### src/rtl/alu_arbiter.sv
// alu_arbiter
//   Round-robin arbiter and sequencer sharing one external 4-bit ALU among
//   four requesters. A granted request is latched, presented to the ALU for
//   one cycle, and the ALU outputs are captured into a tagged response
//   register that is held until the consumer accepts it.
//
// Ports
//   clk, rst_n                    clock; synchronous active-low reset
//   req_valid[3:0] / req_ready    per-requester handshake (ready one-hot or 0)
//   req_a[15:0], req_b[15:0]      packed 4-bit operands, requester i at [4i+3:4i]
//   req_sel[11:0]                 packed 3-bit opcodes, requester i at [3i+2:3i]
//   alu_a, alu_b, alu_sel         operand registers driving the external ALU
//   alu_result, alu_carry,
//   alu_zero, alu_negative        external ALU outputs
//   rsp_valid / rsp_ready         response handshake
//   rsp_id, rsp_result, rsp_carry,
//   rsp_zero, rsp_negative        captured response payload and owner tag
//   ops_done[15:0]                wrapping count of completed responses
module alu_arbiter (
  input  logic        clk,
  input  logic        rst_n,
  input  logic [3:0]  req_valid,
  output logic [3:0]  req_ready,
  input  logic [15:0] req_a,
  input  logic [15:0] req_b,
  input  logic [11:0] req_sel,
  output logic [3:0]  alu_a,
  output logic [3:0]  alu_b,
  output logic [2:0]  alu_sel,
  input  logic [4:0]  alu_result,
  input  logic        alu_carry,
  input  logic        alu_zero,
  input  logic        alu_negative,
  output logic        rsp_valid,
  input  logic        rsp_ready,
  output logic [1:0]  rsp_id,
  output logic [4:0]  rsp_result,
  output logic        rsp_carry,
  output logic        rsp_zero,
  output logic        rsp_negative,
  output logic [15:0] ops_done
);

  localparam logic [1:0] S_IDLE = 2'd0;
  localparam logic [1:0] S_EXEC = 2'd1;
  localparam logic [1:0] S_RESP = 2'd2;

  logic [1:0]  state_q, state_d;
  logic [1:0]  ptr_q, ptr_d;
  logic [1:0]  tag_q, tag_d;
  logic [3:0]  op_a_q, op_a_d;
  logic [3:0]  op_b_q, op_b_d;
  logic [2:0]  op_sel_q, op_sel_d;
  logic [1:0]  rsp_id_q, rsp_id_d;
  logic [4:0]  rsp_result_q, rsp_result_d;
  logic        rsp_carry_q, rsp_carry_d;
  logic        rsp_zero_q, rsp_zero_d;
  logic        rsp_negative_q, rsp_negative_d;
  logic [15:0] ops_done_q, ops_done_d;

  logic        grant_found;
  logic [1:0]  grant_idx;

  // Search ptr, ptr+1, ... wrapping mod 4; the first valid requester wins.
  always_comb begin
    logic [1:0] cand;
    grant_found = 1'b0;
    grant_idx   = '0;
    cand        = '0;
    for (int unsigned k = 0; k < 4; k++) begin
      cand = ptr_q + 2'(k);
      if (!grant_found && req_valid[cand]) begin
        grant_found = 1'b1;
        grant_idx   = cand;
      end
    end
  end

  // Gated by rst_n so no requester sees an accept while reset is asserted.
  always_comb begin
    req_ready = '0;
    if (rst_n && (state_q == S_IDLE) && grant_found) begin
      req_ready = 4'b0001 << grant_idx;
    end
  end

  always_comb begin
    state_d        = state_q;
    ptr_d          = ptr_q;
    tag_d          = tag_q;
    op_a_d         = op_a_q;
    op_b_d         = op_b_q;
    op_sel_d       = op_sel_q;
    rsp_id_d       = rsp_id_q;
    rsp_result_d   = rsp_result_q;
    rsp_carry_d    = rsp_carry_q;
    rsp_zero_d     = rsp_zero_q;
    rsp_negative_d = rsp_negative_q;
    ops_done_d     = ops_done_q;
    case (state_q)
      S_IDLE: begin
        if (grant_found) begin
          for (int unsigned i = 0; i < 4; i++) begin
            if (grant_idx == 2'(i)) begin
              op_a_d   = req_a[4*i +: 4];
              op_b_d   = req_b[4*i +: 4];
              op_sel_d = req_sel[3*i +: 3];
            end
          end
          tag_d   = grant_idx;
          ptr_d   = grant_idx + 2'd1;
          state_d = S_EXEC;
        end
      end
      S_EXEC: begin
        rsp_result_d   = alu_result;
        rsp_carry_d    = alu_carry;
        rsp_zero_d     = alu_zero;
        rsp_negative_d = alu_negative;
        rsp_id_d       = tag_q;
        state_d        = S_RESP;
      end
      S_RESP: begin
        if (rsp_ready) begin
          ops_done_d = ops_done_q + 16'd1;
          state_d    = S_IDLE;
        end
      end
      default: state_d = S_IDLE;
    endcase
  end

  always_ff @(posedge clk) begin
    if (!rst_n) begin
      state_q        <= S_IDLE;
      ptr_q          <= '0;
      tag_q          <= '0;
      op_a_q         <= '0;
      op_b_q         <= '0;
      op_sel_q       <= '0;
      rsp_id_q       <= '0;
      rsp_result_q   <= '0;
      rsp_carry_q    <= 1'b0;
      rsp_zero_q     <= 1'b0;
      rsp_negative_q <= 1'b0;
      ops_done_q     <= '0;
    end else begin
      state_q        <= state_d;
      ptr_q          <= ptr_d;
      tag_q          <= tag_d;
      op_a_q         <= op_a_d;
      op_b_q         <= op_b_d;
      op_sel_q       <= op_sel_d;
      rsp_id_q       <= rsp_id_d;
      rsp_result_q   <= rsp_result_d;
      rsp_carry_q    <= rsp_carry_d;
      rsp_zero_q     <= rsp_zero_d;
      rsp_negative_q <= rsp_negative_d;
      ops_done_q     <= ops_done_d;
    end
  end

  assign alu_a        = op_a_q;
  assign alu_b        = op_b_q;
  assign alu_sel      = op_sel_q;
  assign rsp_valid    = (state_q == S_RESP);
  assign rsp_id       = rsp_id_q;
  assign rsp_result   = rsp_result_q;
  assign rsp_carry    = rsp_carry_q;
  assign rsp_zero     = rsp_zero_q;
  assign rsp_negative = rsp_negative_q;
  assign ops_done     = ops_done_q;

endmodule

### config.mk
export PLATFORM = sky130hd
export DESIGN_NAME = alu_arbiter
export DESIGN_NICKNAME = d
export VERILOG_FILES = /design/src/rtl/alu_arbiter.sv
export SDC_FILE = /design/constraint.sdc
export NUM_CORES = 1
export LEC_CHECK = 0
export ABC_AREA = 1
export CAP_MARGIN = 10
export CORE_MARGIN = 2
export CORE_UTILIZATION = 39
export CTS_BUF_LIST = sky130_fd_sc_hd__clkbuf_16
export DETAILED_ROUTE_END_ITERATION = 8
export GPL_TIMING_DRIVEN = 1
export PLACE_DENSITY = 0.77
export SLEW_MARGIN = 10
export SYNTH_ARGS = -nofsm -noshare
export SYNTH_HDL_FRONTEND = slang
export SYNTH_SLANG_ARGS = --single-unit
### constraint.sdc
create_clock -name clk -period 2.4 [get_ports clk]
set_input_delay 0.36 -clock clk [delete_from_list [all_inputs] [get_ports clk]]
set_output_delay 0.36 -clock clk [all_outputs]
set_load 0.03 [all_outputs]
-- Yosys cells after proc, flatten, opt, wreduce, memory -nomap -nowiden
Index checks and enable logic that the tools add are counted.
- flip-flop bits (word level): 43
- word-level logic and storage cells: 76
- $add $sub $neg: 5
- order comparisons: 4
- equality and inequality tests: 7
- shifts and indexed selects: 1
- mux-type cells: 32
- reduce and logical (&&, ||, !) cells: 15
- operators by type and width (operator ; number):
    $mux 4 ; 9
    $add 16x1->16 const B ; 1
    $lt 2x3->1 const B ; 4
    $mux 2 ; 6
    $mux 3 ; 4
    $bmux 1 s2 ; 4
    $mux 1 ; 8
    $eq 2x2->1 const B ; 3
    $pmux 2 s3 ; 1
    $reduce_and 2->1 ; 3
    $logic_and 1x1->1 ; 5
    $add 2x1->2 const B ; 2
    $add 2x2->2 const B ; 2
    $eq 2x1->1 const B ; 2
    $logic_not 2->1 ; 2
    $reduce_bool 4->1 ; 1
    $shl 1x2->4 const A ; 1
    $logic_not 1->1 ; 3
    $reduce_and 3->1 ; 1
    $ne 2x1->1 const B ; 1
    $ne 2x2->1 const B ; 1

-- Longest topological paths before layout
Gate-level depths: netlist of the first run.
- depth in word-level cells: 17
- gate-level depth with buffers: 21

-- Worst setup path before layout of the first run
Ideal clock, no wire load.
- path kind: reg2out
- start: reg ptr_q[0]
- end: out req_ready[3]
- data arrival time: 2.017 ns
- slack: 0.023 ns
- cell stages (with the launch flop): 14
- path buffers: 2
- path through: dfxtp_1 buf_6 nand2_2 nand3_1 nand2_2 nor2_4 nand3_1 nand3_1 nand2_1 inv_1 ha_1 inv_1 clkbuf_1 nor2_1
- longest elaborated chain between the ends: 14
- RTL lines (what ; line ; source):
    start: declaration ; 49 ; logic [1:0] ptr_q, ptr_d;
    start signal: assignment ; 149 ; ptr_q <= ptr_d;
    branches (longest 11 deep; another with $add 2x1->2) ; n/a ;
    $mux 2 (*) ; 72 ; if (!grant_found && req_valid[cand]) begin
    named net grant_idx[1] ; 62 ; logic [1:0] grant_idx;
    $shl 1x2->4 (*) ; 83 ; req_ready = 4'b0001 << grant_idx;
    $mux 4 (*) ; 82 ; if (rst_n && (state_q == S_IDLE) && grant_found) begin
    end: declaration ; 23 ; output logic [3:0] req_ready,
Mark *: on every way through the listed nets, which the timed path passes. The select of a mux whose other input is x is not followed.

-- Worst setup path in the final report of the first run
- start: reg ptr_q[0]
- end: out req_ready[2]
Same word-level chain as after synthesis.

==> impl_metrics.py, run 1 <==
metrics = {
    "status": {
        "status": "complete, no violations",
    },
    "routing": {
        "num_vias": 2871,
        "post_drt_via_cell_ratio": 4.87,
        "drtIter0Drc": 117,
        "drt-total-wl_um": 7430,
        "wl_per_cell_um": 12.6,
        "route.detailed.drc": 0,
        "postRouteAntennaNets": 0,
        "firstDrtPassIters": 4,
    },
    "pwr": {
        "worst_ir_drop_vdd_uv": 866,
        "p_per_area_mw_per_mm2": 1300,
        "p_leak_nw": 1.84,
    },
    "clock_network": {
        "clk_pin_slew_ns": 0.06,
        "cts_tree": "done",
        "htree_num_levels": 2,
        "cts_buffers": 5,
        "cts_root_buf": "clkbuf_16",
        "hold_buffers": 0,
        "clockBufferDepth": 2,
        "cts.sinks": 43,
        "clock_latency_ns": 0.28,
    },
    "placement": {
        "place_area_mm2": 0.00367,
        "dp_slack_ns": -0.248,
        "dpl.hpwl_um": 5220,
        "placed_cells": 564,
        "io_buffers": 100,
        "place_congestion": 0.811,
    },
    "die": {
        "start_util_pct": 39.8,
        "die_area_mm2": 0.00702,
        "coreArea_mm2": 0.00624,
        "die_w_um": 83.8,
        "die_h_um": 83.8,
        "num_rows": 29,
        "ios": 101,
    },
    "worst_setup_path": {
        "cp_max_fo": 5,
        "worstPathRequired_ns": 2.04,
        "path_class": "register to output port",
        "worstSetupEndpointType": "output port",
        "r2r_cells": 19,
        "crit_arrival_ns": 2.03,
        "crit_path_start_kind": "register",
    },
    "grt": {
        "grt_pass1_vias": 2817,
        "grt_start_max_net_pins": 16,
        "antenna_found_initial": 0,
        "grt_pass1_wl_um": 12300,
        "overflow": 0,
        "globalRouteTotalUtil_pct": 21.2,
    },
    "min_path": {
        "min_path_type": "register to register",
        "min_path_cells": 2,
    },
    "finish": {
        "fin_cells": 589,
        "final_area_mm2": 0.00417,
        "drive_above_1_share_pct": 22.5,
        "antenna_cells": 0,
        "finish.utilization_pct": 66.8,
        "regArea_um2": 868,
        "layout.nets": 575,
        "fill_cells": 530,
        "area.growth.synth_to_final_pct": 68.1,
        "multiInputGateArea_mm2": 0.00156,
    },
    "timing": {
        "fin_crit_ns": 2.39,
        "fin_ws_ns": 0.00814,
        "grt_setup_unrepaired": "true",
        "max-slew-margin-rel_pct": 76.0,
        "drv_slew": 0,
        "tightestPinTransition_ns": 0.359,
        "finClkSkew_ns": 0.00520,
        "min_period_over_period_pct": 99.7,
        "tns_ns": 0,
        "hold_viol_final": 0,
        "fmax_ghz": 0.418,
        "setup_viol_count_final": 0,
    },
    "synthesis": {
        "synth-main-ff-cell": "dfxtp_1",
        "avgSynthCellArea_um2": 6.48,
        "yosysMostFrequentCell": "nand2_1",
        "ys_seq_area_share_pct": 34.7,
        "postSynth.asyncResetShare_pct": 0,
        "synth_commonest_cells": "nand2_1 (107), nor2_1 (56), dfxtp_1 (43)",
        "synth_area_leaders": "dfxtp_1 (35%), nand2_1 (16%), nor2_1 (8.5%)",
        "ys_seq_elements": 43,
        "yosys_warnings": 0,
        "netlist_instances": 383,
        "synth_largest_area_cell": "dfxtp_1",
        "ys_types": 30,
        "synthesis.area_mm2": 0.00248,
        "synth_edf_count": 0,
        "synth_top_area_share_pct": 34.7,
        "syn_nets": 447,
    },
    "flow_run": {
        "maxCapViolCount": 0,
    },
}
==> path summary, 6_finish.rpt <==
kind,from,endpoint,slack [ns]
setup / recovery,ptr_q[0],req_ready[2],0.008
hold / removal,tag_q[1],rsp_id[1],0.47
hold reg to reg,tag_q[1],rsp_id[1],0.47
setup reg to reg,ptr_q[0],alu_b[2],0.11
==> layout by cell type, fill, tap and decap left out, drive strengths merged <==
cell type,count
nand2,115
clkdlybuf4s50,92
nor2,68
inv,44
dfxtp,43
buf,37
o21ai,32
nand3,26
a21oi,13
o211ai,11
clkbuf,6
nor3,6
ha,5
clkinv,4
dlygate4sd2,4
nand4,3
xor2,2
a211oi,1
==> layout make-up <==
cell class              count  area share (%)
clock inverters             3           0.270
clock buffers               5            3.00
flip-flops and latches     43            20.8
well taps                  77            2.31
multi-input cells         282            37.4
repair buffers            134            31.5
inverters                  45            4.65
==> state kept, by name, summed over array words and instances, names as in the netlist <==
signal / flops
ops_done: 16
alu_a: 4
ptr_q: 2
rsp_zero: 1
rsp_result: 5
alu_b: 4
alu_sel: 3
rsp_id: 2
tag_q: 2
state_q: 2
rsp_carry: 1
rsp_negative: 1
==> cell families (layout without fill, tap and decap cells) <==
| group | Yosys count | count (layout) | synth area share (%) |
|---|---|---|---|
| buffers and inverters | 58 | 187 | 10.1 |
| DFF | 43 | 43 | 34.7 |
| xor gates and xnor gates | 2 | 2 | 0.706 |
| adders and majority gates | 5 | 5 | 2.52 |
| AOI/OAI and AO/OA | 57 | 57 | 13.0 |
| and+or+nand+nor | 218 | 218 | 38.9 |
==> worst max-delay path: stages, from the launching register on <==
cell	delay (ns)
dfxtp_4	0.37
buf_12	0.14
nand2_2	0.06
nand2_2	0.09
nand2_4	0.08
nand2_4	0.05
nor2_4	0.13
nand3_2	0.08
nand3_2	0.09
nand2_4	0.08
inv_4	0.08
ha_4	0.14
inv_4	0.04
buf_12	0.12
nor2_4	0.07
buf_6	0.13
==> power by group <==
group | internal [mW] | switching, mW
Clock | 0.374 | 0.252
Sequential | 0.892 | 0.127
Combinational | 1.68 | 2.10
Total | 2.95 | 2.48
==> per-stage QoR <==
step / hold slack (ns) / total power, mW
final: 0.471 / 5.42
after global placement: 0.455 / 3.92
after floorplan: 0.430 / 2.94
after detailed placement: 0.467 / 3.97
after global routing: 0.492 / 5.85
after CTS: 0.474 / 5.04
==> routing by layer <==
metal	wire length, µm	track usage, %	vias to the layer above
met3	359	4.85	20
met4	230	8.50	0
li1	-	-	1474
met5	0	0	-
met1	3060	24.5	1299
met2	3780	37.5	78
==> timing repair <==
action / 4_1_cts / 5_1_grt
cloned: 1 / 1
gates resized for setup: 44 / 44
pin swaps: 13 / 43
endpoints found under the setup margin: 4 / 15
setup buffers: 5 / 13
No activity file was read; power rests on OpenSTA's default activity.
==> run 2, diff against run 1 <==
--- a/config.mk
+++ b/config.mk
@@ -8,11 +8,12 @@
 export ABC_AREA = 1
 export CAP_MARGIN = 10
 export CORE_MARGIN = 2
-export CORE_UTILIZATION = 39
+export CORE_UTILIZATION = 47
 export CTS_BUF_LIST = sky130_fd_sc_hd__clkbuf_16
 export DETAILED_ROUTE_END_ITERATION = 8
 export GPL_TIMING_DRIVEN = 1
-export PLACE_DENSITY = 0.77
+export PLACE_DENSITY = 0.86
+export SETUP_SLACK_MARGIN = 0.3
 export SLEW_MARGIN = 10
 export SYNTH_ARGS = -nofsm -noshare
 export SYNTH_HDL_FRONTEND = slang
==> constraint.sdc (replaced) <==
create_clock -name clk -period 3 [get_ports clk]
set_input_delay 0.45 -clock clk [delete_from_list [all_inputs] [get_ports clk]]
set_output_delay 0.45 -clock clk [all_outputs]
set_load 0.03 [all_outputs]
==> impl_metrics.py, run 2 (synthesized netlist as in run 1, its figures left out) <==
metrics = {
    "status": {
        "status": "complete, no violations",
    },
    "pwr": {
        "power_mw": 3.76,
        "p_per_area_mw_per_mm2": 981,
        "worst_ir_drop_vdd_uv": 776,
        "p_leak_nw": 1.72,
    },
    "grt": {
        "overflow": 0,
        "grt_start_max_net_pins": 29,
        "grt_pass1_vias": 2723,
        "grt_pass1_wl_um": 11600,
        "globalRouteTotalUtil_pct": 23.7,
        "antenna_found_initial": 0,
    },
    "timing": {
        "fin_ws_ns": 0.427,
        "grt_setup_unrepaired": "false",
        "hold_viol_final": 0,
        "min_period_over_period_pct": 85.8,
        "fmax_ghz": 0.389,
        "fin_crit_ns": 2.57,
        "holdWs_ns": 0.483,
        "setup_viol_count_final": 0,
        "tns_ns": 0,
        "drv_slew": 0,
        "tightestPinTransition_ns": 0.668,
        "finClkSkew_ns": 0.00474,
        "max-slew-margin-rel_pct": 55.3,
    },
    "finish": {
        "layout.nets": 554,
        "final_cell_mix": "nand2_1 (98), clkdlybuf4s50_1 (92), nor2_1 (55)",
        "largest_reg_flops": 16,
        "antenna_cells": 0,
        "drive_above_1_share_pct": 15.9,
        "fill_cells": 405,
        "layout_commonest_cell": "nand2_1",
        "area.growth.synth_to_final_pct": 54.7,
    },
    "routing": {
        "drtIter0Drc": 89,
        "wl_per_cell_um": 12.1,
        "post_drt_via_cell_ratio": 4.96,
        "num_vias": 2785,
        "postRouteAntennaNets": 0,
        "route.detailed.drc": 0,
        "drt-total-wl_um": 6800,
        "firstDrtPassIters": 4,
    },
    "clock_network": {
        "cts_buffers": 5,
        "clock_latency_ns": 0.28,
        "cts.sinks": 43,
        "clk_pin_slew_ns": 0.06,
        "htree_num_levels": 2,
        "clockBufferDepth": 2,
        "cts_root_buf": "clkbuf_16",
        "cts_tree": "done",
    },
    "worst_setup_path": {
        "reg2reg_from": "ptr_q[0]",
        "worstPathRequired_ns": 2.55,
        "crit_path_start_kind": "register",
        "worstSetupEndpointType": "output port",
        "cp_top_family": "simple AND/OR/NAND/NOR gates",
        "regToRegEndpoint": "alu_sel[1]",
        "path_class": "register to output port",
        "cp_slowest_stage_delay_ns": 0.36,
        "path_buf_inv": 5,
        "crit_chain": "buf_4 -> nand2_2 -> nand2_4 -> nand2_2 -> nand2_2 -> nor2_4 -> nand3_2 -> nand3_2 -> nand2_2 -> inv_2 -> ha_4 -> inv_2 -> buf_12 -> nor2_1 -> buf_4",
        "r2r_cells": 18,
        "r2r_slack_ns": 0.64,
        "cp_max_fo": 12,
        "critPathSlowestCell": "dfxtp_4",
        "crit_arrival_ns": 2.12,
        "cp_common_cell": "nand2_2",
    },
    "placement": {
        "dp_slack_ns": 0.175,
        "place_congestion": 0.860,
        "dpl.hpwl_um": 5090,
        "io_buffers": 100,
    },
    "die": {
        "start_util_pct": 48.6,
        "num_rows": 26,
        "die_area_mm2": 0.00588,
        "die_w_um": 76.7,
        "coreArea_mm2": 0.00511,
        "die_h_um": 76.7,
        "ios": 101,
    },
    "min_path": {
        "min_path_type": "register to register",
        "min_to": "rsp_id[1]",
        "min_path_cells": 2,
        "hold_path_startpoint": "tag_q[1]",
    },
    "flow_run": {
        "maxCapViolCount": 0,
    },
}
-- run 2: cell types whose count changed in the layout (fill, tap and decap cells not counted), moves of 5 or more --
cell | before | now
buf_4 | 29 | 14
nand2_1 | 87 | 98
nand2_4 | 12 | 2
o21ai_0 | 19 | 28
o21ai_1 | 13 | 4
inv_4 | 5 | 0
-- run 2: worst min-delay path, stage by stage, from the launching register on --
cell and delay [ns]:
dfxtp_1 0.29, inv_1 0.08, a21oi_1 0.06
-- run 2: worst max path at each step --
stage	start	depth (start not counted)	to	slack [ns]
6_report	ptr_q[0]	15	req_ready[2]	0.43
5_1_grt	ptr_q[0]	15	req_ready[1]	0.30
4_1_cts	req_valid[0]	15	req_ready[2]	0.30
3_5_place_dp	req_valid[2]	15	req_ready[2]	0.18
3_3_place_gp	req_valid[2]	15	req_ready[2]	0.25
2_1_floorplan	req_valid[3]	13	req_ready[3]	0.50
-- run 2: report_power, final --
group          total, mW  switching, mW  internal, mW
registers          0.807         0.0953         0.711
logic               2.46           1.42          1.03
clock network      0.500          0.199         0.300
total               3.76           1.72          2.05
-- run 2: stage by stage --
step | instances | util [%] | cell area, µm²
2_1_floorplan | 383 | - | 2480
3_3_place_gp | 547 | 69.4 | 3540
3_5_place_dp | 547 | 69.4 | 3540
4_1_cts | 559 | 73.6 | 3760
5_1_grt | 561 | 75.1 | 3840
6_report | 561 | 75.1 | 3840
-- run 2: area by class of cell --
cell class	count	area (µm²)	share of cell area (%)
multi-input combinational	282	1440	37.4
clock inverter	3	12.5	0.326
timing repair buffer	113	1140	29.6
clock buffer	5	125	3.26
tap	70	87.6	2.28
inverter	45	174	4.53
sequential	43	866	22.6
-- run 2: timing repair --
action                     4_1_cts  5_1_grt
pin swaps                        2        6
hold buffers                     0        0
gates cloned                     1        0
setup buffers                    3        2
setup endpoints to repair        4       10
resized for setup               11       23
-- run 2: layer usage --
layer | vias to the layer above | share of wire (%) | global-route usage [%]
li1 | 1424 | - | -
met2 | 82 | 51 | 44.8
met4 | 0 | 1.7 | 7.09
met1 | 1268 | 41 | 26.3
met5 | - | 0 | 0
met3 | 11 | 5.8 | 5.41
==> run 3, diff against run 2 <==
--- a/config.mk
+++ b/config.mk
@@ -13,6 +13,7 @@
 export DETAILED_ROUTE_END_ITERATION = 8
 export GPL_TIMING_DRIVEN = 1
 export PLACE_DENSITY = 0.86
+export RECOVER_POWER = 50
 export SETUP_SLACK_MARGIN = 0.3
 export SLEW_MARGIN = 10
 export SYNTH_ARGS = -nofsm -noshare
==> impl_metrics.py, run 3 (synthesized netlist as in run 1, its figures left out) <==
metrics = {
    "worst_setup_path": {
        "cp_slowest_stage_delay_ns": 0.36,
        "crit_path_start_kind": "register",
        "r2r_cells": 18,
        "startpoint": "ptr_q[0]",
        "cp_max_fo": 16,
        "crit_arrival_ns": 2.20,
        "regToRegEndpoint": "alu_a[3]",
        "worstSetupEndpointType": "output port",
        "worstPathRequired_ns": 2.55,
        "r2r_slack_ns": 0.59,
        "critPathSlowestCell": "dfxtp_4",
        "crit_path_end": "req_ready[3]",
        "reg2reg_from": "ptr_q[0]",
        "path_class": "register to output port",
        "crit_chain": "inv_2 -> nand2_1 -> nand2_4 -> nand2_2 -> nand2_2 -> nor2_4 -> nand3_1 -> nand2_4 -> inv_6 -> nand2_1 -> nor2_1 -> buf_4",
    },
    "die": {
        "start_util_pct": 48.6,
        "die_w_um": 76.7,
        "ios": 101,
        "die_area_mm2": 0.00588,
        "num_rows": 26,
        "die_h_um": 76.7,
        "coreArea_mm2": 0.00511,
    },
    "finish": {
        "fill_cells": 411,
        "layout_commonest_cell": "nand2_1",
        "antenna_cells": 0,
        "largest_reg_flops": 16,
        "final_cell_mix": "nand2_1 (99), clkdlybuf4s50_1 (64), nor2_1 (55)",
        "drive_above_1_share_pct": 15.1,
        "layout.nets": 554,
        "area.growth.synth_to_final_pct": 54.0,
        "final_area_mm2": 0.00382,
    },
    "timing": {
        "fin_crit_ns": 2.65,
        "tns_ns": 0,
        "tightestPinTransition_ns": 1.05,
        "hold_viol_final": 0,
        "max-slew-margin-rel_pct": 30.0,
        "fmax_ghz": 0.378,
        "min_period_over_period_pct": 88.3,
        "grt_setup_unrepaired": "false",
        "finClkSkew_ns": 0.00428,
        "drv_slew": 0,
        "setup_viol_count_final": 0,
    },
    "clock_network": {
        "clk_pin_slew_ns": 0.06,
        "clockBufferDepth": 2,
        "cts_buffers": 5,
        "clock_latency_ns": 0.28,
        "cts_tree": "done",
        "cts.sinks": 43,
        "hold_buffers": 0,
        "htree_num_levels": 2,
        "cts_root_buf": "clkbuf_16",
    },
    "placement": {
        "place_congestion": 0.860,
        "place_area_mm2": 0.00354,
        "io_buffers": 100,
        "dpl.hpwl_um": 5090,
    },
    "routing": {
        "drt-total-wl_um": 6760,
        "firstDrtPassIters": 4,
        "route.detailed.drc": 0,
        "post_drt_via_cell_ratio": 4.98,
        "postRouteAntennaNets": 0,
        "wl_per_cell_um": 12.1,
        "num_vias": 2795,
        "drtIter0Drc": 86,
    },
    "grt": {
        "overflow": 0,
        "grt_pass1_wl_um": 11600,
        "globalRouteTotalUtil_pct": 23.7,
        "grt_start_max_net_pins": 29,
        "grt_pass1_vias": 2723,
        "antenna_found_initial": 0,
    },
    "pwr": {
        "switching_share_pct": 45.9,
        "p_clk_share_pct": 13.5,
        "power.internal_mw": 2.01,
        "p_per_area_mw_per_mm2": 972,
        "worst_ir_drop_vdd_uv": 748,
        "switchingPower_mw": 1.70,
        "pwr-share-comb_pct": 65.0,
        "seqPwrFrac_pct": 21.6,
        "p_leak_nw": 1.77,
    },
    "flow_run": {
        "maxCapViolCount": 0,
    },
    "min_path": {
        "min_path_type": "register to register",
    },
    "status": {
        "status": "complete, no violations",
    },
}
[run 3: layer usage]
metal / track usage [%] / share of wire, % / vias to the layer above / wire length (µm)
li1: - / - / 1429 / -
met1: 26.3 / 40 / 1265 / 2730
met2: 44.8 / 51 / 90 / 3470
met3: 5.41 / 6.6 / 11 / 448
met4: 7.09 / 1.7 / 0 / 116
met5: 0 / 0 / - / 0
[run 3: worst min path at each step]
stage	from	to	slack [ns]	cells past startpoint
finish	tag_q[1]	rsp_id[1]	0.48	2
global route	tag_q[0]	tag_q[0]	0.51	2
CTS	tag_q[1]	rsp_id[1]	0.48	2
detailed placement	tag_q[0]	tag_q[0]	0.48	2
global placement	alu_sel[1]	alu_sel[1]	0.46	2
floorplan	tag_q[1]	rsp_id[1]	0.43	2
[run 3: final cells by class]
| cell class | instances | area (µm²) | share of cell area [%] |
|---|---|---|---|
| Clock inverter | 3 | 12.5 | 0.328 |
| Inverter | 45 | 174 | 4.55 |
| Multi-Input combinational cell | 282 | 1420 | 37.2 |
| Sequential cell | 43 | 866 | 22.7 |
| Timing Repair Buffer | 113 | 1130 | 29.6 |
| Clock buffer | 5 | 125 | 3.28 |
| Tap cell | 70 | 87.6 | 2.29 |
[run 3: power by group through the flow]
stage	Clock (mW)	Combinational, mW	Sequential, mW
finish	0.500	2.41	0.801
CTS	0.509	2.36	0.806
detailed placement	0	2.18	0.812
global placement	0	2.12	0.808
floorplan	0	1.37	0.983
global route	0.536	2.69	0.812
[run 3: worst max-delay path: cells and delay by family, from the launching register on]
family | cells | cell delay [ns]
buf+inv | 3 | 0.50
simple gates | 9 | 1.06
flops | 1 | 0.36
[run 3: through the flow]
step	std cells	setup WS, ns	utilization (%)	hold slack [ns]	power [mW]
2_1_floorplan	383	0.499	-	0.430	2.35
3_3_place_gp	547	0.252	69.4	0.465	2.93
3_5_place_dp	547	0.175	69.4	0.480	3.00
4_1_cts	559	0.297	73.6	0.480	3.68
5_1_grt	561	0.176	74.8	0.511	4.04
6_report	561	0.352	74.8	0.481	3.71
[run 3: what timing repair did]
item,CTS,global route
resized for setup,11,23
gates cloned,1,0
setup endpoints to repair,4,10
setup buffers,3,2
pin swaps,2,6
